[src/rtl/uart_tx_drain.sv]
// Serial transmitter fed by a first-word-fall-through FIFO: pops a word whenever
// allowed and sends start bit, data LSB first, optional even parity and stop bit(s).
module uart_tx_drain #(
  parameter int DATA_WIDTH   = 8,
  parameter int CLKS_PER_BIT = 16,
  parameter int PARITY_EN    = 0,
  parameter int STOP_BITS    = 1
) (
  input  logic                  clk,
  input  logic                  reset,
  input  logic                  en,
  input  logic                  fifo_empty,
  input  logic [DATA_WIDTH-1:0] fifo_data,
  output logic                  fifo_rd,
  output logic                  tx,
  output logic                  busy,
  output logic                  tx_done
);

  localparam int CW = (CLKS_PER_BIT > 1) ? $clog2(CLKS_PER_BIT) : 1;
  localparam int BW = $clog2(DATA_WIDTH + 1);
  localparam logic [CW-1:0] CYC_LAST  = CW'(CLKS_PER_BIT - 1);
  localparam logic [BW-1:0] DATA_LAST = BW'(DATA_WIDTH - 1);
  localparam logic [BW-1:0] STOP_LAST = BW'(STOP_BITS - 1);

  typedef enum logic [2:0] {IDLE, START, DATA, PARITY, STOP} state_t;

  state_t                state_reg, state_next;
  logic [CW-1:0]         cyc_reg, cyc_next;
  logic [BW-1:0]         bit_reg, bit_next;
  logic [DATA_WIDTH-1:0] shift_reg, shift_next;
  logic                  parity_reg, parity_next;
  logic                  tx_reg, tx_next;
  logic                  bit_end;
  logic                  frame_end;
  logic                  load;

  assign bit_end   = (cyc_reg == CYC_LAST);
  assign frame_end = (state_reg == STOP) && bit_end && (bit_reg == STOP_LAST);
  // A new word may be taken from idle or on the very last stop cycle, so
  // back-to-back frames follow each other with no gap.
  assign load      = reset && en && !fifo_empty && ((state_reg == IDLE) || frame_end);

  assign fifo_rd = load;
  assign tx      = tx_reg;
  assign busy    = (state_reg != IDLE);
  assign tx_done = frame_end;

  always_comb begin
    state_next  = state_reg;
    cyc_next    = bit_end ? '0 : cyc_reg + 1'b1;
    bit_next    = bit_reg;
    shift_next  = shift_reg;
    parity_next = parity_reg;
    tx_next     = tx_reg;

    if (load) begin
      state_next  = START;
      cyc_next    = '0;
      bit_next    = '0;
      shift_next  = fifo_data;
      parity_next = ^fifo_data;
      tx_next     = 1'b0;
    end else begin
      unique case (state_reg)
        IDLE: begin
          cyc_next = '0;
          tx_next  = 1'b1;
        end
        START: begin
          if (bit_end) begin
            state_next = DATA;
            bit_next   = '0;
            tx_next    = shift_reg[0];
          end
        end
        DATA: begin
          if (bit_end) begin
            if (bit_reg == DATA_LAST) begin
              bit_next = '0;
              if (PARITY_EN != 0) begin
                state_next = PARITY;
                tx_next    = parity_reg;
              end else begin
                state_next = STOP;
                tx_next    = 1'b1;
              end
            end else begin
              bit_next   = bit_reg + 1'b1;
              shift_next = shift_reg >> 1;
              tx_next    = shift_next[0];
            end
          end
        end
        PARITY: begin
          if (bit_end) begin
            state_next = STOP;
            bit_next   = '0;
            tx_next    = 1'b1;
          end
        end
        STOP: begin
          if (bit_end) begin
            if (bit_reg == STOP_LAST) begin
              state_next = IDLE;
              bit_next   = '0;
              tx_next    = 1'b1;
            end else begin
              bit_next = bit_reg + 1'b1;
            end
          end
        end
        default: begin
          state_next = IDLE;
          cyc_next   = '0;
          bit_next   = '0;
          tx_next    = 1'b1;
        end
      endcase
    end
  end

  // Reset aborts any frame in flight; the word already popped is dropped.
  always_ff @(posedge clk) begin
    if (!reset) begin
      state_reg  <= IDLE;
      cyc_reg    <= '0;
      bit_reg    <= '0;
      shift_reg  <= '0;
      parity_reg <= 1'b0;
      tx_reg     <= 1'b1;
    end else begin
      state_reg  <= state_next;
      cyc_reg    <= cyc_next;
      bit_reg    <= bit_next;
      shift_reg  <= shift_next;
      parity_reg <= parity_next;
      tx_reg     <= tx_next;
    end
  end

endmodule

[config.mk]
export PLATFORM = sky130hd
export DESIGN_NAME = uart_tx_drain
export DESIGN_NICKNAME = d
export VERILOG_FILES = /design/src/rtl/uart_tx_drain.sv
export SDC_FILE = /design/constraint.sdc
export NUM_CORES = 1
export LEC_CHECK = 0
export ABC_AREA = 1
export CORE_MARGIN = 4
export CORE_UTILIZATION = 55
export DETAILED_ROUTE_END_ITERATION = 8
export DONT_BUFFER_PORTS = 1
export PLACE_DENSITY = 0.77
export SYNTH_ARGS = -nofsm -noshare
export SYNTH_HDL_FRONTEND = slang
export SYNTH_SLANG_ARGS = --single-unit
export TNS_END_PERCENT = 30
[constraint.sdc]
create_clock -name clk -period 1.62 [get_ports clk]
set_clock_uncertainty 0.05 [all_clocks]
set_input_delay 0.162 -clock clk [delete_from_list [all_inputs] [get_ports clk]]
set_output_delay 0.162 -clock clk [all_outputs]
set_load 0.01 [all_outputs]
==> flow_summary.ini <==
[timing]
report.final.setup_viol = 4
post-route-min-period_ps = 1670
timing.max_slew.rel_slack_pct = 77.9
setup_ws_ps = -49.6
max_slew.worst_pin.slew_ps = 331
grt_setup_unrepaired = yes
fmaxAchievable_ghz = 0.599
final_min_period_over_clock_period_pct = 103
final-hold-violation-count = 0
final_count_of_pins_violating_max_slew = 0
holdWs_ps = 14.3
fin_setup_tns_ps = -58.3

[logic_synthesis]
synth_top_cell_by_area = sky130_fd_sc_hd__dfxtp_1
synth-warning-count = 0
syn_area_um2 = 1190
yosys.cell_types.count = 27
avgSynthCellArea_um2 = 7.42
synth_fp_nets = 176
portion_of_synthesized_cell_area_occupied_by_the_leading_cell_type_pct = 33.5
seq_area_frac_synth_pct = 33.5
netlist_instances = 161
synth-seq-cells = 20
post_synth_main_area_contributors = sky130_fd_sc_hd__dfxtp_1 (34%), sky130_fd_sc_hd__nand2_1 (14%), sky130_fd_sc_hd__nand3_1 (7.5%)

[worst_setup_path]
worst_ep_arrival_time_ps = 1460
worst_r2r_path_depth = 11
minimum_setup_slack_among_reg_to_reg_paths_ps = -10
critical_path.startpoint_type = flop
worst-endpoint-required_ps = 1410
cp-end-kind = primary output
timing.critical_path.fanout_max = 3
rr_startpoint = bit_reg[1]
criticalPathCategory = flop to primary output
r2r-end = shift_reg[6]

[placed_design]
dp_hpwl_um = 1770
place_congestion = 0.913
port_buffer_count = 0
place_inst = 189

[clocking]
total_clock_sinks = 20
cts-root-to-sink-buffers = 2
clock_tree.root_cell = sky130_fd_sc_hd__clkbuf_4
numCtsBuffers = 3
cts-htree-levels = 1
cts_tree = done
clk_pin_slew_ps = 120
worstSkewPairLatency_ps = 300

[floorplan]
start_util_pct = 59.1
die_height_um = 54.6
die-area_um2 = 2980
placement_rows = 16
die_w_um = 54.6
pin_count = 16
design.core.area_um2 = 2020

[power_and_ir_drop]
clockPowerShare_pct = 30.2
p_sw_share_pct = 26.0
power_per_cell_area_nw_per_um2 = 665
power.internal_uw = 705
power.ir.vdd_worst_mv = 0.618
part_of_the_total_power_dissipated_in_sequential_elements_pct = 54.7
p_total_uw = 953
power.switching_uw = 248
cell_leakage_power_uw = 0.000591
combinationalPowerShare_pct = 15.2

[route]
routedWlPerCell_um = 13.3
dr_wl_met2_um = 1310
met3RoutedLength_um = 154
vias = 1090
vias_per_cell = 5.40
first_drt_pass_iteration_count = 4
highest-signal-layer = met4
initialDrtViolationCount = 33
routed_wl_um = 2680
final_antenna_net_count = 0
route.layer.met1.wl_um = 1190
detail_route.drc_violations = 0

[layout]
nets = 191
post_route_cells_drive_above_1_share_pct = 28.6
antenna_cells = 0
fillers = 151
flow.area_growth_from_synthesis_pct = 20.0
mostFrequentLayoutCell = sky130_fd_sc_hd__nand2_1
layout.cells.most_common_list = sky130_fd_sc_hd__nand2_1 (44), sky130_fd_sc_hd__nand3_1 (16), sky130_fd_sc_hd__dfxtp_1 (14)
largest_reg_flops = 8
final_cells = 202

[global_route]
grt_start_max_net_pins = 18
grt_pass1_vias = 1043
antenna_found_initial = 0
groute.usage.overall_pct = 20.9
grt.overflow.total = 0
first_pass_grt_wire_length_um = 4510

[min_path]
min_delay_worst_endpoint = shift_reg[0]
hp-class = input port to flop
timing.hold.worst_path_depth = 4
hold_crit_start = fifo_data[0]

[run_status]
failed_checks = setup timing
outcome = finished with violations

[flow_run]
timing.max_cap.violations = 0
power by group through the flow:
stage	sequential [uW]	clock [uW]	combinational, uW
floorplan	529	0	98.4
global placement	531	0	112
detailed placement	531	0	114
CTS	520	290	135
global route	523	322	161
finish	521	287	145
kinds of logic (layout without fill, tap and decap cells):
kind of cell	Yosys count	count (layout)	share of synthesized area, %
flops	20	20	33.5
fa+ha+maj	3	3	3.14
buf+inv	19	33	6.91
simple gates	99	99	44.4
xor+xnor	3	3	2.20
compound gates	17	17	9.84
layer usage:
| layer | vias to the layer above | track usage [%] |
|---|---|---|
| met3 | 4 | 4.09 |
| met2 | 34 | 31.7 |
| met1 | 508 | 28.0 |
| met4 | 0 | 9.96 |
| met5 | - | 0 |
| li1 | 544 | - |
timing repair:
item,CTS,global route
resized for setup,11,14
hold buffers,2,0
endpoints found under the setup margin,3,19
pin swaps,3,6
gates cloned,0,0
endpoints found under the hold margin,4,0
setup buffers,7,0
through the flow:
stage	instance area (um2)	utilization, %	worst slack [ps]
floorplan	1190	-	90.5
global placement	1240	61.4	75.5
detailed placement	1240	61.4	22.5
CTS	1380	68.4	-43.9
global route	1430	70.9	-125
finish	1430	70.9	-49.6
worst max-delay path, cell delays in order (launching register included):
cell and delay (ps):
sky130_fd_sc_hd__dfxtp_2 350, sky130_fd_sc_hd__inv_2 70, sky130_fd_sc_hd__ha_4 120, sky130_fd_sc_hd__nand3_2 100, sky130_fd_sc_hd__inv_2 100, sky130_fd_sc_hd__nand2_4 80
sky130_fd_sc_hd__a21boi_4 190, sky130_fd_sc_hd__buf_6 130
synthesized netlist by cell type:
| master | n |
|---|---|
| sky130_fd_sc_hd__a21boi_4 | 1 |
| sky130_fd_sc_hd__o21ai_1 | 1 |
| sky130_fd_sc_hd__nor3_1 | 2 |
| sky130_fd_sc_hd__nand3_1 | 18 |
| sky130_fd_sc_hd__a21oi_1 | 11 |
| sky130_fd_sc_hd__nand3_4 | 1 |
| sky130_fd_sc_hd__xor2_1 | 2 |
| sky130_fd_sc_hd__a21oi_4 | 1 |
| sky130_fd_sc_hd__nand2_2 | 1 |
| sky130_fd_sc_hd__a21o_1 | 1 |
| sky130_fd_sc_hd__ha_1 | 3 |
| sky130_fd_sc_hd__nand3b_1 | 7 |
| sky130_fd_sc_hd__nand2_8 | 2 |
| sky130_fd_sc_hd__xnor2_1 | 1 |
| sky130_fd_sc_hd__nand2_1 | 45 |
| sky130_fd_sc_hd__nand2_4 | 3 |
| sky130_fd_sc_hd__nor2_4 | 2 |
| sky130_fd_sc_hd__inv_1 | 15 |
| sky130_fd_sc_hd__buf_8 | 1 |
| sky130_fd_sc_hd__o22ai_1 | 1 |
| sky130_fd_sc_hd__nor2_1 | 15 |
| sky130_fd_sc_hd__nor2_2 | 2 |
| sky130_fd_sc_hd__a21oi_2 | 1 |
| sky130_fd_sc_hd__nor2_8 | 1 |
| sky130_fd_sc_hd__clkinv_1 | 1 |
| sky130_fd_sc_hd__dfxtp_1 | 20 |
| sky130_fd_sc_hd__inv_2 | 2 |
worst max-delay path by stage:
stage,cells after the start,from,slack (ps),to
floorplan,8,cyc_reg[0],90,cyc_reg[2]
global placement,9,bit_reg[0],80,bit_reg[3]
detailed placement,9,bit_reg[0],20,state_reg[2]
CTS,4,cyc_reg[0],-40,tx_done
global route,7,bit_reg[0],-130,fifo_rd
finish,7,bit_reg[1],-50,fifo_rd
area by class of cell:
type	instances	area [um2]	share of cell area (%)
Multi-Input combinational cell	122	785	54.7
Sequential cell	20	408	28.4
Timing Repair Buffer	11	104	7.24
Inverter	18	67.6	4.71
Clock buffer	4	36.3	2.53
Tap cell	27	33.8	2.36
No activity file was read; power rests on OpenSTA's default activity.
